File: src/rtl/rv_instr_encoder.sv
// RV32I field-level instruction encoder that loads assembled words into imem at auto-incrementing addresses.
// Optional build macro ENC_WRAP_EN: wrap the address ring and pulse full instead of entering the FULL state.
module rv_instr_encoder #(
  parameter int unsigned ADDR_W    = 8,
  parameter int unsigned BASE_ADDR = 0
) (
  input  logic              clk,
  input  logic              rst,
  input  logic              clear,
  input  logic              in_valid,
  output logic              in_ready,
  input  logic [2:0]        in_class,
  input  logic [2:0]        in_funct3,
  input  logic              in_alt,
  input  logic [4:0]        in_rd,
  input  logic [4:0]        in_rs1,
  input  logic [4:0]        in_rs2,
  input  logic [20:0]       in_imm,
  output logic              mem_we,
  output logic [ADDR_W-1:0] mem_addr,
  output logic [31:0]       mem_wdata,
  input  logic              mem_ready,
  output logic [ADDR_W:0]   count,
  output logic              full,
  output logic              err,
  output logic [1:0]        err_code
);

  localparam int unsigned       CNT_W   = ADDR_W + 1;
  localparam int unsigned       CAP     = 1 << ADDR_W;
  localparam logic [ADDR_W-1:0] BASE    = ADDR_W'(BASE_ADDR);
  localparam logic [CNT_W-1:0]  CAP_CNT = CNT_W'(CAP);

  localparam logic [1:0] ERR_NONE    = 2'd0;
  localparam logic [1:0] ERR_ILLEGAL = 2'd1;
  localparam logic [1:0] ERR_RANGE   = 2'd2;
  localparam logic [1:0] ERR_ALIGN   = 2'd3;

  typedef enum logic [1:0] {S_IDLE, S_WRITE, S_FULL} state_t;

  state_t            state;
  logic [31:0]       enc_word;
  logic [1:0]        enc_code;
  logic [6:0]        f7;
  logic              is_shift;
  logic              imm12_ok;
  logic              imm13_ok;
  logic              shamt_ok;
  logic [ADDR_W-1:0] addr_inc;
  logic [CNT_W-1:0]  count_inc;

  // A value fits a signed N-bit field when every bit above N-1 equals the sign bit.
  assign imm12_ok  = (&in_imm[20:11]) | ~(|in_imm[20:11]);
  assign imm13_ok  = (&in_imm[20:12]) | ~(|in_imm[20:12]);
  assign shamt_ok  = ~(|in_imm[20:5]);
  assign is_shift  = (in_class == 3'd3) && ((in_funct3 == 3'b001) || (in_funct3 == 3'b101));
  assign f7        = in_alt ? 7'b0100000 : 7'b0000000;
  assign addr_inc  = mem_addr + ADDR_W'(1);
  assign count_inc = count + CNT_W'(1);

  // Field assembly and legality check for the presented request.
  always_comb begin
    enc_word = '0;
    enc_code = ERR_NONE;
    case (in_class)
      3'd0: enc_word = {f7, in_rs2, in_rs1, in_funct3, in_rd, 7'b0110011};
      3'd1: begin
        enc_word = {in_imm[11:0], in_rs1, in_funct3, in_rd, 7'b0000011};
        if (!imm12_ok) enc_code = ERR_RANGE;
      end
      3'd2: begin
        enc_word = {in_imm[11:0], in_rs1, 3'b000, in_rd, 7'b1100111};
        if (!imm12_ok) enc_code = ERR_RANGE;
      end
      3'd3: begin
        if (is_shift) begin
          enc_word = {f7, in_imm[4:0], in_rs1, in_funct3, in_rd, 7'b0010011};
          if (!shamt_ok) enc_code = ERR_RANGE;
        end else begin
          enc_word = {in_imm[11:0], in_rs1, in_funct3, in_rd, 7'b0010011};
          if (!imm12_ok) enc_code = ERR_RANGE;
        end
      end
      3'd4: begin
        enc_word = {in_imm[11:5], in_rs2, in_rs1, in_funct3, in_imm[4:0], 7'b0100011};
        if (!imm12_ok) enc_code = ERR_RANGE;
      end
      3'd5: begin
        enc_word = {in_imm[12], in_imm[10:5], in_rs2, in_rs1, in_funct3,
                    in_imm[4:1], in_imm[11], 7'b1100011};
        if (!imm13_ok)     enc_code = ERR_RANGE;
        else if (in_imm[0]) enc_code = ERR_ALIGN;
      end
      3'd6: begin
        // The 21-bit immediate port already spans the whole J range.
        enc_word = {in_imm[20], in_imm[10:1], in_imm[11], in_imm[19:12], in_rd, 7'b1101111};
        if (in_imm[0]) enc_code = ERR_ALIGN;
      end
      default: enc_code = ERR_ILLEGAL;
    endcase
  end

  always_ff @(posedge clk) begin
    if (rst) begin
      state     <= S_IDLE;
      in_ready  <= 1'b1;
      mem_we    <= 1'b0;
      mem_addr  <= BASE;
      mem_wdata <= '0;
      count     <= '0;
      full      <= 1'b0;
      err       <= 1'b0;
      err_code  <= ERR_NONE;
    end else if (clear) begin
      state    <= S_IDLE;
      in_ready <= 1'b1;
      mem_we   <= 1'b0;
      mem_addr <= BASE;
      count    <= '0;
      full     <= 1'b0;
      err      <= 1'b0;
      err_code <= ERR_NONE;
    end else begin
`ifdef ENC_WRAP_EN
      full <= 1'b0;
`endif
      case (state)
        S_IDLE: begin
          if (in_valid && in_ready) begin
            if (enc_code == ERR_NONE) begin
              mem_wdata <= enc_word;
              mem_we    <= 1'b1;
              in_ready  <= 1'b0;
              state     <= S_WRITE;
            end else begin
              err <= 1'b1;
              if (!err) err_code <= enc_code;
            end
          end
        end
        S_WRITE: begin
          if (mem_ready) begin
            mem_we   <= 1'b0;
            mem_addr <= addr_inc;
`ifdef ENC_WRAP_EN
            count    <= (count == CAP_CNT) ? count : count_inc;
            in_ready <= 1'b1;
            state    <= S_IDLE;
            if (addr_inc == BASE) full <= 1'b1;
`else
            count <= count_inc;
            if (count_inc == CAP_CNT) begin
              full  <= 1'b1;
              state <= S_FULL;
            end else begin
              in_ready <= 1'b1;
              state    <= S_IDLE;
            end
`endif
          end
        end
        S_FULL: begin
          in_ready <= 1'b0;
          mem_we   <= 1'b0;
        end
        default: begin
          state    <= S_IDLE;
          in_ready <= 1'b1;
          mem_we   <= 1'b0;
        end
      endcase
    end
  end

endmodule

File: config.mk
export PLATFORM = sky130hd
export DESIGN_NAME = rv_instr_encoder
export DESIGN_NICKNAME = d
export VERILOG_FILES = /design/src/rtl/rv_instr_encoder.sv
export SDC_FILE = /design/constraint.sdc
export NUM_CORES = 1
export LEC_CHECK = 0
export CAP_MARGIN = 0
export CORE_MARGIN = 1
export CORE_UTILIZATION = 50
export CTS_BUF_LIST = sky130_fd_sc_hd__clkbuf_2 sky130_fd_sc_hd__clkbuf_4 sky130_fd_sc_hd__clkbuf_8
export CTS_CLUSTER_DIAMETER = 60
export CTS_CLUSTER_SIZE = 12
export DETAILED_ROUTE_END_ITERATION = 10
export PLACE_DENSITY = 0.94
export SYNTH_ARGS = -nofsm -noshare
export SYNTH_HDL_FRONTEND = slang
export SYNTH_SLANG_ARGS = --single-unit
File: constraint.sdc
create_clock -name clk -period 7.5 [get_ports clk]
set_input_delay 1.5 -clock clk [delete_from_list [all_inputs] [get_ports clk]]
set_output_delay 1.5 -clock clk [all_outputs]
set_load 0.01 [all_outputs]
==> metrics.cfg, run 1 <==
[synth]
synthCells = 349
synth_seq_cells = 56
yosysWarnings = 0
synth.distinct_cells = 58
synth_edf_count = 0
ys_seq_area_share_pct = 38.41
synth_nets = 400
synth_area_sq_mm = 0.002919
ys.flop_type = dfxtp_1
syn_avg_cell_area_sq_um = 8.364
synthArstFlopShare_pct = 0

[power]
power.density_mw_per_mm2 = 165.5
ir_worst_vdd_uv = 113.2
p_leak_nw = 1.383
p_total_uw = 674.2

[place]
place_congestion = 0.8932
dp_hpwl_um = 6118
dp_slack_ps = 2634
port_buffers = 102

[cells_and_area]
fin_nets = 484
area_growth_pct = 39.56
fillCellCount = 451
insertedDiodeCount = 0
drive_above_1_share_pct = 5.760
ff_latch_area_sq_mm = 0.001121
multi_input_area_sq_mm = 0.001685

[setup_path]
required_ps = 7720
worstSetupStartpointType = input port
cp.arrival_ps = 4800
endpoint_kind = register
cp_common_cell = nand2_1
path_class = input port to register
critPathMaxStageDelay_ps = 1070
cp_max_fo = 26
critPathSlowestCell = nor4b_4
worstPathCellList = clkdlybuf4s50_1 -> nor2b_1 -> nand2_1 -> a211oi_2 -> nor4b_4 -> nand2_1 -> a31o_2

[clock_tree]
cts_sinks = 56
clock_latency_ps = 310
cts_setup_buffers = 0
cts_tree = built
cts-root-buf = clkbuf_8
clockBufferDepth = 2
clkTransAtPathRegs_ps = 100
cts_hold_buffers = 0
ctsResizeCount = 0
cts_made_buffers = 5
htree_levels = 2

[die]
start_util_pct = 52.37
die_x_um = 78.41
row_count = 27
io_pins = 103
core_sq_mm = 0.005574
fp.dieArea_sq_mm = 0.006147
die_h_um = 78.41

[sta]
setup_viol = 0
fmax_mhz = 218.3
slew_headroom_pct = 16.64
worst_slew_pin_slew_ps = 1245
tns_ps = 0
period_needed_ps = 4581
drv_slew = 0
fin_crit_sh_pct = 61.08
postLayoutSetupSlackWorst_ps = 2919
hold_viol_final = 0
worst_hold_slack_ps = 460.2
rsz0062_at_grt = false
fin_skew_ps = 7.388

[detailed_routing]
dr.pass1.iters = 5
drt_iter0_drc = 218
num_vias = 3100
drc = 0
routedWlPerCell_um = 16.68
ant_nets = 0
wirelength_um = 8442
via_per_inst = 6.126

[grt]
track_usage_pct = 28.06
antenna_found_initial = 0
first_global_vias = 2773
grt_pass1_wl_um = 13500
grt_max_degree = 28
overflow = 0

[min_path]
hp-class = register to register

[status]
status = finished clean

[job]
max-cap-violations = 0

-- registers in the layout, indices dropped and copies added, names as in the netlist --
name / flops
err_code: 2
mem_addr: 8
count: 9
mem_we: 1
mem_wdata: 31
in_ready: 1
full: 1
err: 1
state: 2
-- through the flow --
| step | utilization (%) | cells | instance area (sq um) |
|---|---|---|---|
| 3_3_place_gp | 70.62 | 498 | 3936 |
| 5_1_grt | 73.09 | 506 | 4074 |
| 6_report | 73.09 | 506 | 4074 |
| 3_5_place_dp | 70.62 | 498 | 3936 |
| 2_1_floorplan | - | 349 | 2919 |
| 4_1_cts | 73.09 | 506 | 4074 |
-- layer usage --
layer / wire length (um) / vias to the layer above / track usage [%]
met1: 3466 / 1434 / 35.01
met4: 204 / 0 / 10.74
li1: - / 1472 / -
met2: 4129 / 172 / 47.37
met3: 642 / 22 / 5.698
met5: 0 / - / 0
-- critical path: cells and delay by family --
kind,cells,cell delay (ps)
and+or+nand+nor,4,1840
buffers and inverters,1,990
AOI/OAI and AO/OA,2,450
-- path summary, 6_finish.rpt --
| path | startpoint | end | slack [ps] | cells past startpoint |
|---|---|---|---|---|
| setup / recovery | in_class[2] | mem_wdata[29] | 2920 | 7 |
| hold / removal | err_code[0] | err_code[0] | 460 | 2 |
| setup reg to reg | state[1] | mem_wdata[29] | 4520 | 4 |
| hold reg to reg | err_code[0] | err_code[0] | 460 | 2 |
-- layout by cell type, fill, tap and decap left out, types with 3 or more instances in the layout --
master           netlist  final
xor2_1                14     14
nor3_1                 8      8
nor2_1                27     27
a32oi_1                5      5
nand2_1               27     27
ha_1                   3      3
and2_1                 4      4
nand3_1               10     10
nand4_1                9      9
mux2_2                 5      5
o21a_1                 3      3
clkinv_1               3      3
xnor2_1                3      3
a31o_2                 5      5
nor2b_1                6      6
a211oi_1              21     21
a22oi_1                5      5
a32o_1                 4      4
a21oi_1               41     41
and3_1                 6      6
clkbuf_8               0      5
nor3b_1                5      5
o21ai_0               15     15
clkdlybuf4s50_1        0    102
dfxtp_1               56     56
-- synthesized netlist by cell type, drive strengths merged, types with 4 or more instances --
cell / number / area (sq um)
dfxtp: 56 / 1121
a21oi: 41 / 205.2
nor2: 28 / 107.6
nand2: 27 / 101.4
a211oi: 22 / 170.2
clkbuf: 17 / 63.81
o21ai: 15 / 75.07
xor2: 14 / 122.6
nand3: 10 / 50.05
nand4: 9 / 56.30
buf: 8 / 38.79
nor3: 8 / 40.04
and3: 6 / 37.54
nor2b: 6 / 37.54
a22oi: 5 / 37.54
a31o: 5 / 43.79
a32oi: 5 / 43.79
mux2: 5 / 56.30
nor3b: 5 / 37.54
a32o: 4 / 40.04
and2: 4 / 25.02
-- logic make-up after synthesis --
group / after synthesis / synth area share (%)
AND/OR/NAND/NOR: 121 / 21.95
flip-flops: 56 / 38.41
multiplexers: 7 / 2.615
buffers and inverters: 30 / 4.158
adder cells (fa/ha/maj): 3 / 1.286
AO/OA/AOI/OAI: 115 / 26.49
XOR/XNOR: 17 / 5.101
-- power breakdown --
| group | switching [mW] | leakage [nW] | internal, mW |
|---|---|---|---|
| clock | 0.104 | 0.0687 | 0.134 |
| sequential | 0.00489 | 0.453 | 0.306 |
| combinational | 0.0649 | 0.861 | 0.0599 |
| total | 0.174 | 1.38 | 0.500 |
-- final cells by class --
class	instances	share of cell area (%)
Multi-Input combinational cell	263	41.37
Tap cell	72	2.211
Clock inverter	3	1.689
Sequential cell	56	27.52
Inverter	5	0.4607
Timing Repair Buffer	102	25.06
Clock buffer	5	1.689
(Power assumes the default switching activity.)
==> run 2, diff against run 1 <==
CORE_UTILIZATION = 42   (was 50)
PLACE_DENSITY = 0.84   (was 0.94)
clock period = 3.9 ns   (was 7.5 ns; I/O delays follow)
==> metrics.cfg, run 2 (same netlist as run 1, synthesis figures left out) <==
[clock_tree]
clkTransAtPathRegs_ps = 100  ; about the same
clockBufferDepth = 2  ; unchanged
ctsResizeCount = 0  ; unchanged
cts_tree = built  ; unchanged
cts_hold_buffers = 0  ; unchanged
cts_setup_buffers = 0  ; unchanged
clock_latency_ps = 310  ; about the same
cts-root-buf = clkbuf_8  ; unchanged
cts_made_buffers = 5  ; unchanged
cts_sinks = 56  ; unchanged
htree_levels = 2  ; unchanged

[sta]
fin_crit_sh_pct = 83.48
setup_viol = 0  ; unchanged
worst_slew_pin_slew_ps = 715.8  ; was 1245 ps
period_needed_ps = 3256
rsz0062_at_grt = false  ; unchanged
drv_slew = 0  ; unchanged
tns_ps = 0  ; unchanged
fmax_mhz = 307.2
slew_headroom_pct = 51.63  ; was 16.64%
fin_skew_ps = 9.423  ; was 7.388 ps
hold_viol_final = 0  ; unchanged

[grt]
overflow = 0  ; unchanged
antenna_found_initial = 0  ; unchanged
track_usage_pct = 23.15  ; was 28.06%
first_global_vias = 2910  ; was 2773
grt_max_degree = 23  ; was 28
grt_pass1_wl_um = 13510  ; was 13500 um

[die]
io_pins = 103  ; unchanged
start_util_pct = 43.20  ; was 52.37%
row_count = 30  ; was 27
core_sq_mm = 0.006756  ; was 0.005574 sq mm
die_h_um = 85.37  ; was 78.41 um
fp.dieArea_sq_mm = 0.007287  ; was 0.006147 sq mm
die_x_um = 85.37  ; was 78.41 um

[setup_path]
worstPathCellList = clkdlybuf4s50_1 -> or4_4 -> o31ai_4 -> a211oi_2 -> or4b_1 -> nor2_2 -> buf_4 -> a211oi_1  ; was clkdlybuf4s50_1 -> nor2b_1 -> nand2_1 -> a211oi_2 -> nor4b_4 -> nand2_1 -> a31o_2
endpoint_kind = register  ; unchanged
crit_start = in_imm[10]  ; was in_class[2]
worstSetupStartpointType = input port  ; unchanged
r2r_start = state[1]  ; unchanged
crit_family = simple AND/OR/NAND/NOR gates  ; unchanged
timing.rr.end = mem_wdata[24]  ; was mem_wdata[29]
reg2reg_slack_ps = 1470  ; was 4520 ps
critPathMaxStageDelay_ps = 710  ; was 1070 ps
required_ps = 4080  ; was 7720 ps
path_class = input port to register  ; unchanged
critPathSlowestCell = or4b_1  ; was nor4b_4
cp_max_fo = 22  ; was 26
timing.critical_path.buf_inv = 2  ; was 1
crit_end = mem_wdata[24]  ; was mem_wdata[29]
reg2reg_depth = 5  ; was 4
cp.depth = 8  ; was 7
cp.arrival_ps = 3430  ; was 4800 ps

[job]
max-cap-violations = 0  ; unchanged

[cells_and_area]
insertedDiodeCount = 0  ; unchanged
layout_commonest_cell = clkdlybuf4s50_1  ; unchanged
fin_nets = 495  ; was 484
drive_above_1_share_pct = 8.090  ; was 5.760%
layoutNonFillerInstCount = 525  ; was 506
top_regs = mem_wdata (31), count (9), mem_addr (8)  ; unchanged
multi_input_area_sq_mm = 0.001685  ; unchanged
largest_reg_flops = 31  ; unchanged
fillCellCount = 586  ; was 451
final_cell_mix = 102 x clkdlybuf4s50_1, 56 x dfxtp_1, 41 x a21oi_1  ; unchanged
area_growth_pct = 41.83  ; was 39.56%
ff_latch_area_sq_mm = 0.001121  ; unchanged
regMostFlops = mem_wdata  ; unchanged

[detailed_routing]
num_vias = 3152  ; was 3100
drt_iter0_drc = 172  ; was 218
via_per_inst = 6.004  ; was 6.126
drc = 1  ; was 0
wirelength_um = 8529  ; was 8442 um
ant_nets = 0  ; unchanged
routedWlPerCell_um = 16.25  ; was 16.68 um
dr.pass1.iters = 9  ; was 5

[min_path]
holdCritStartpoint = err_code[0]  ; unchanged
hp-class = register to register  ; unchanged

[status]
status = finished with violations  ; was finished clean
failed_checks = design-rule violations

[power]
power.density_mw_per_mm2 = 296.2  ; was 165.5 mW/mm^2
ir_worst_vdd_uv = 147.3  ; was 113.2 uV
p_leak_nw = 1.427  ; was 1.383 nW

[place]
placed_cells = 517  ; was 498
place_congestion = 0.8437  ; was 0.8932
port_buffers = 102  ; unchanged
dp_hpwl_um = 6296  ; was 6118 um

## run 2: cell types whose count changed in the layout (fill, tap and decap cells not counted)
| cell | change |
|---|---|
| buf_4 | +11 |
| bufinv_16 | -1 |
| clkbuf_4 | +1 |
| clkinv_2 | +1 |
| inv_6 | -1 |
## run 2: cell type report
cell class / count / share of cell area [%]
clock buffer: 6 / 1.843
multi-input combinational: 263 / 40.71
clock inverter: 2 / 0.8462
inverter: 5 / 0.4533
timing repair buffer: 113 / 26.65
tap: 80 / 2.418
sequential: 56 / 27.08
## run 2: layer usage
metal / GRT usage, % / vias up / wire, um
met2: 39.81 / 152 / 4166
met5: 0 / - / 0
li1: - / 1490 / -
met3: 5.934 / 15 / 707
met4: 8.182 / 0 / 134
met1: 28.06 / 1495 / 3521
## run 2: power by group
group	internal, mW	switching, mW
logic	0.122	0.125
registers	0.588	0.0103
clock network	0.198	0.183
total	0.908	0.318
## run 2: through the flow
stage / power, mW / util (%) / setup slack (ps) / cell area, sq um / hold slack, ps
finish: 1.226 / 61.28 / 644.4 / 4140 / 467.1
global route: 1.270 / 61.28 / 524.3 / 4140 / 480.0
CTS: 1.228 / 61.28 / 678.6 / 4140 / 466.6
detailed placement: 0.8532 / 59.63 / 364.8 / 4029 / 451.9
global placement: 0.8471 / 59.63 / 414.0 / 4029 / 451.9
floorplan: 0.7299 / - / 1059 / 2919 / 475.2
## run 2: how the worst min path moves through the flow
stage	to	slack, ps	depth (start not counted)
after floorplan	state[0]	480	2
after global placement	err_code[0]	450	2
after detailed placement	err_code[0]	450	2
after CTS	err_code[0]	470	2
after global routing	err_code[0]	480	2
final	err_code[0]	470	2
## run 2: worst min-delay path, stage by stage, from the launching register on
cell and delay (ps):
dfxtp_1 330, nand2_1 50, a21oi_1 50
==> run 3, diff against run 2 <==
clock period = 2.85 ns   (was 3.9 ns; I/O delays follow)
==> metrics.cfg, run 3 (same netlist as run 1, synthesis figures left out) <==
[setup_path]
endpoint_kind = register  ; unchanged
cp.arrival_ps = 3010  ; was 3430 ps
worstSetupStartpointType = input port  ; unchanged
reg2reg_depth = 6  ; was 5
path_class = input port to register  ; unchanged
required_ps = 3080  ; was 4080 ps
cp_max_fo = 11  ; was 22

[clock_tree]
htree_levels = 2  ; unchanged
clock_latency_ps = 320  ; was 310 ps
clockBufferDepth = 2  ; unchanged
cts_tree = built  ; unchanged
cts-root-buf = clkbuf_8  ; unchanged
cts_hold_buffers = 0  ; unchanged
cts_sinks = 56  ; unchanged
cts_made_buffers = 5  ; unchanged
clkTransAtPathRegs_ps = 110  ; was 100 ps

[cells_and_area]
drive_above_1_share_pct = 13.22  ; was 8.090%
top_regs = mem_wdata (31), count (9), mem_addr (8)  ; unchanged
regMostFlops = mem_wdata  ; unchanged
fin_nets = 519  ; was 495
final_cell_mix = 102 x clkdlybuf4s50_1, 56 x dfxtp_1, 41 x a21oi_1  ; unchanged
insertedDiodeCount = 0  ; unchanged
largest_reg_flops = 31  ; unchanged
area_growth_pct = 49.89  ; was 41.83%
fillCellCount = 570  ; was 586
multi_input_area_sq_mm = 0.001695  ; was 0.001685 sq mm
layout_commonest_cell = clkdlybuf4s50_1  ; unchanged
fin_area_sq_mm = 0.004375  ; was 0.004140 sq mm
ff_latch_area_sq_mm = 0.001121  ; unchanged

[die]
core_sq_mm = 0.006756  ; unchanged
die_h_um = 85.37  ; unchanged
die_x_um = 85.37  ; unchanged
row_count = 30  ; unchanged
start_util_pct = 43.20  ; unchanged
fp.dieArea_sq_mm = 0.007287  ; unchanged
io_pins = 103  ; unchanged

[sta]
hold_viol_final = 0  ; unchanged
slew_headroom_pct = 59.31  ; was 51.63%
fin_skew_ps = 12.77  ; was 9.423 ps
fmax_mhz = 359.0
fin_crit_sh_pct = 97.74
drv_slew = 0  ; unchanged
tns_ps = 0  ; unchanged
setup_viol = 0  ; unchanged
worst_slew_pin_slew_ps = 595.0  ; was 715.8 ps
period_needed_ps = 2785

[grt]
antenna_found_initial = 0  ; unchanged
overflow = 0  ; unchanged
track_usage_pct = 24.54  ; was 23.15%
grt_max_degree = 27  ; was 23
first_global_vias = 3091  ; was 2910
grt_pass1_wl_um = 14480  ; was 13510 um

[detailed_routing]
dr.pass1.iters = 8  ; was 9
routedWlPerCell_um = 15.90  ; was 16.25 um
drc = 1  ; unchanged
drt_iter0_drc = 159  ; was 172
via_per_inst = 5.862  ; was 6.004
num_vias = 3218  ; was 3152
wirelength_um = 8730  ; was 8529 um
ant_nets = 0  ; unchanged

[power]
p_leak_nw = 1.554  ; was 1.427 nW
ir_worst_vdd_uv = 210.0  ; was 147.3 uV
power.density_mw_per_mm2 = 397.3  ; was 296.2 mW/mm^2

[min_path]
hp-class = register to register  ; unchanged
min_delay_path_depth = 2  ; unchanged

[place]
placed_cell_area_sq_mm = 0.004239  ; was 0.004029 sq mm
port_buffers = 102  ; unchanged
place_congestion = 0.8733  ; was 0.8437
dp_hpwl_um = 6521  ; was 6296 um

[job]
max-cap-violations = 0  ; unchanged

[status]
failed_checks = design-rule violations  ; unchanged
status = finished with violations  ; unchanged

[run 3: cell types whose count changed in the layout (fill, tap and decap cells not counted), sizes merged]
| cell | change |
|---|---|
| buf | +24 |
| inv | +1 |
| clkbuf | -1 |
| clkinvlp | +1 |
| clkinv | -1 |
[run 3: worst paths after layout]
kind               startpoint            to  slack (ps)
setup / recovery   in_imm[13]  mem_wdata[7]          60
hold / removal    err_code[0]   err_code[0]         460
setup reg to reg     count[0]      state[1]         640
hold reg to reg   err_code[0]   err_code[0]         460
[run 3: through the flow]
| step | utilization, % | power [mW] | cells | hold WS (ps) | worst slack (ps) |
|---|---|---|---|---|---|
| 2_1_floorplan | - | 0.9988 | 349 | 475.2 | 219.3 |
| 6_report | 64.76 | 1.738 | 549 | 464.3 | 64.55 |
| 4_1_cts | 64.44 | 1.735 | 548 | 467.6 | 86.85 |
| 3_3_place_gp | 62.74 | 1.193 | 540 | 447.7 | -156.7 |
| 3_5_place_dp | 62.74 | 1.200 | 540 | 450.1 | -237.6 |
| 5_1_grt | 64.76 | 1.805 | 549 | 501.5 | -19.48 |
[run 3: report_power, final]
group | internal [mW] | switching [mW]
Combinational | 0.195 | 0.178
Clock | 0.265 | 0.281
Sequential | 0.805 | 0.0137
[run 3: final cells by class]
class / instances / area share, %
multi-input combinational: 263 / 38.75
timing repair buffer: 137 / 30.28
sequential: 56 / 25.62
tap: 80 / 2.288
clock buffer: 5 / 1.573
clock inverter: 3 / 1.058
inverter: 5 / 0.4289
[run 3: critical path, stage by stage]
cell             delay (ps)
clkdlybuf4s50_1         500
nand4_1                 160
nor4_1                  410
buf_4                   180
a211oi_2                 30
buf_4                   160
nor4b_4                 320
buf_6                   180
buf_12                  130
a21oi_1                  80
a211oi_1                270
[run 3: repair_timing]
| action | in CTS | in global routing |
|---|---|---|
| endpoints found under the setup margin | 0 | 7 |
| gates resized for setup | 0 | 3 |
| buffers inserted | 0 | 1 |
[run 3: per-layer routing]
layer  global-route usage (%)  up-vias  routed length, um
met2                    42.45      150               4175
met1                    30.95     1519               3726
li1                         -     1533                  -
met3                    5.350       16                689
met5                        0        -                  0
met4                    6.515        0                139
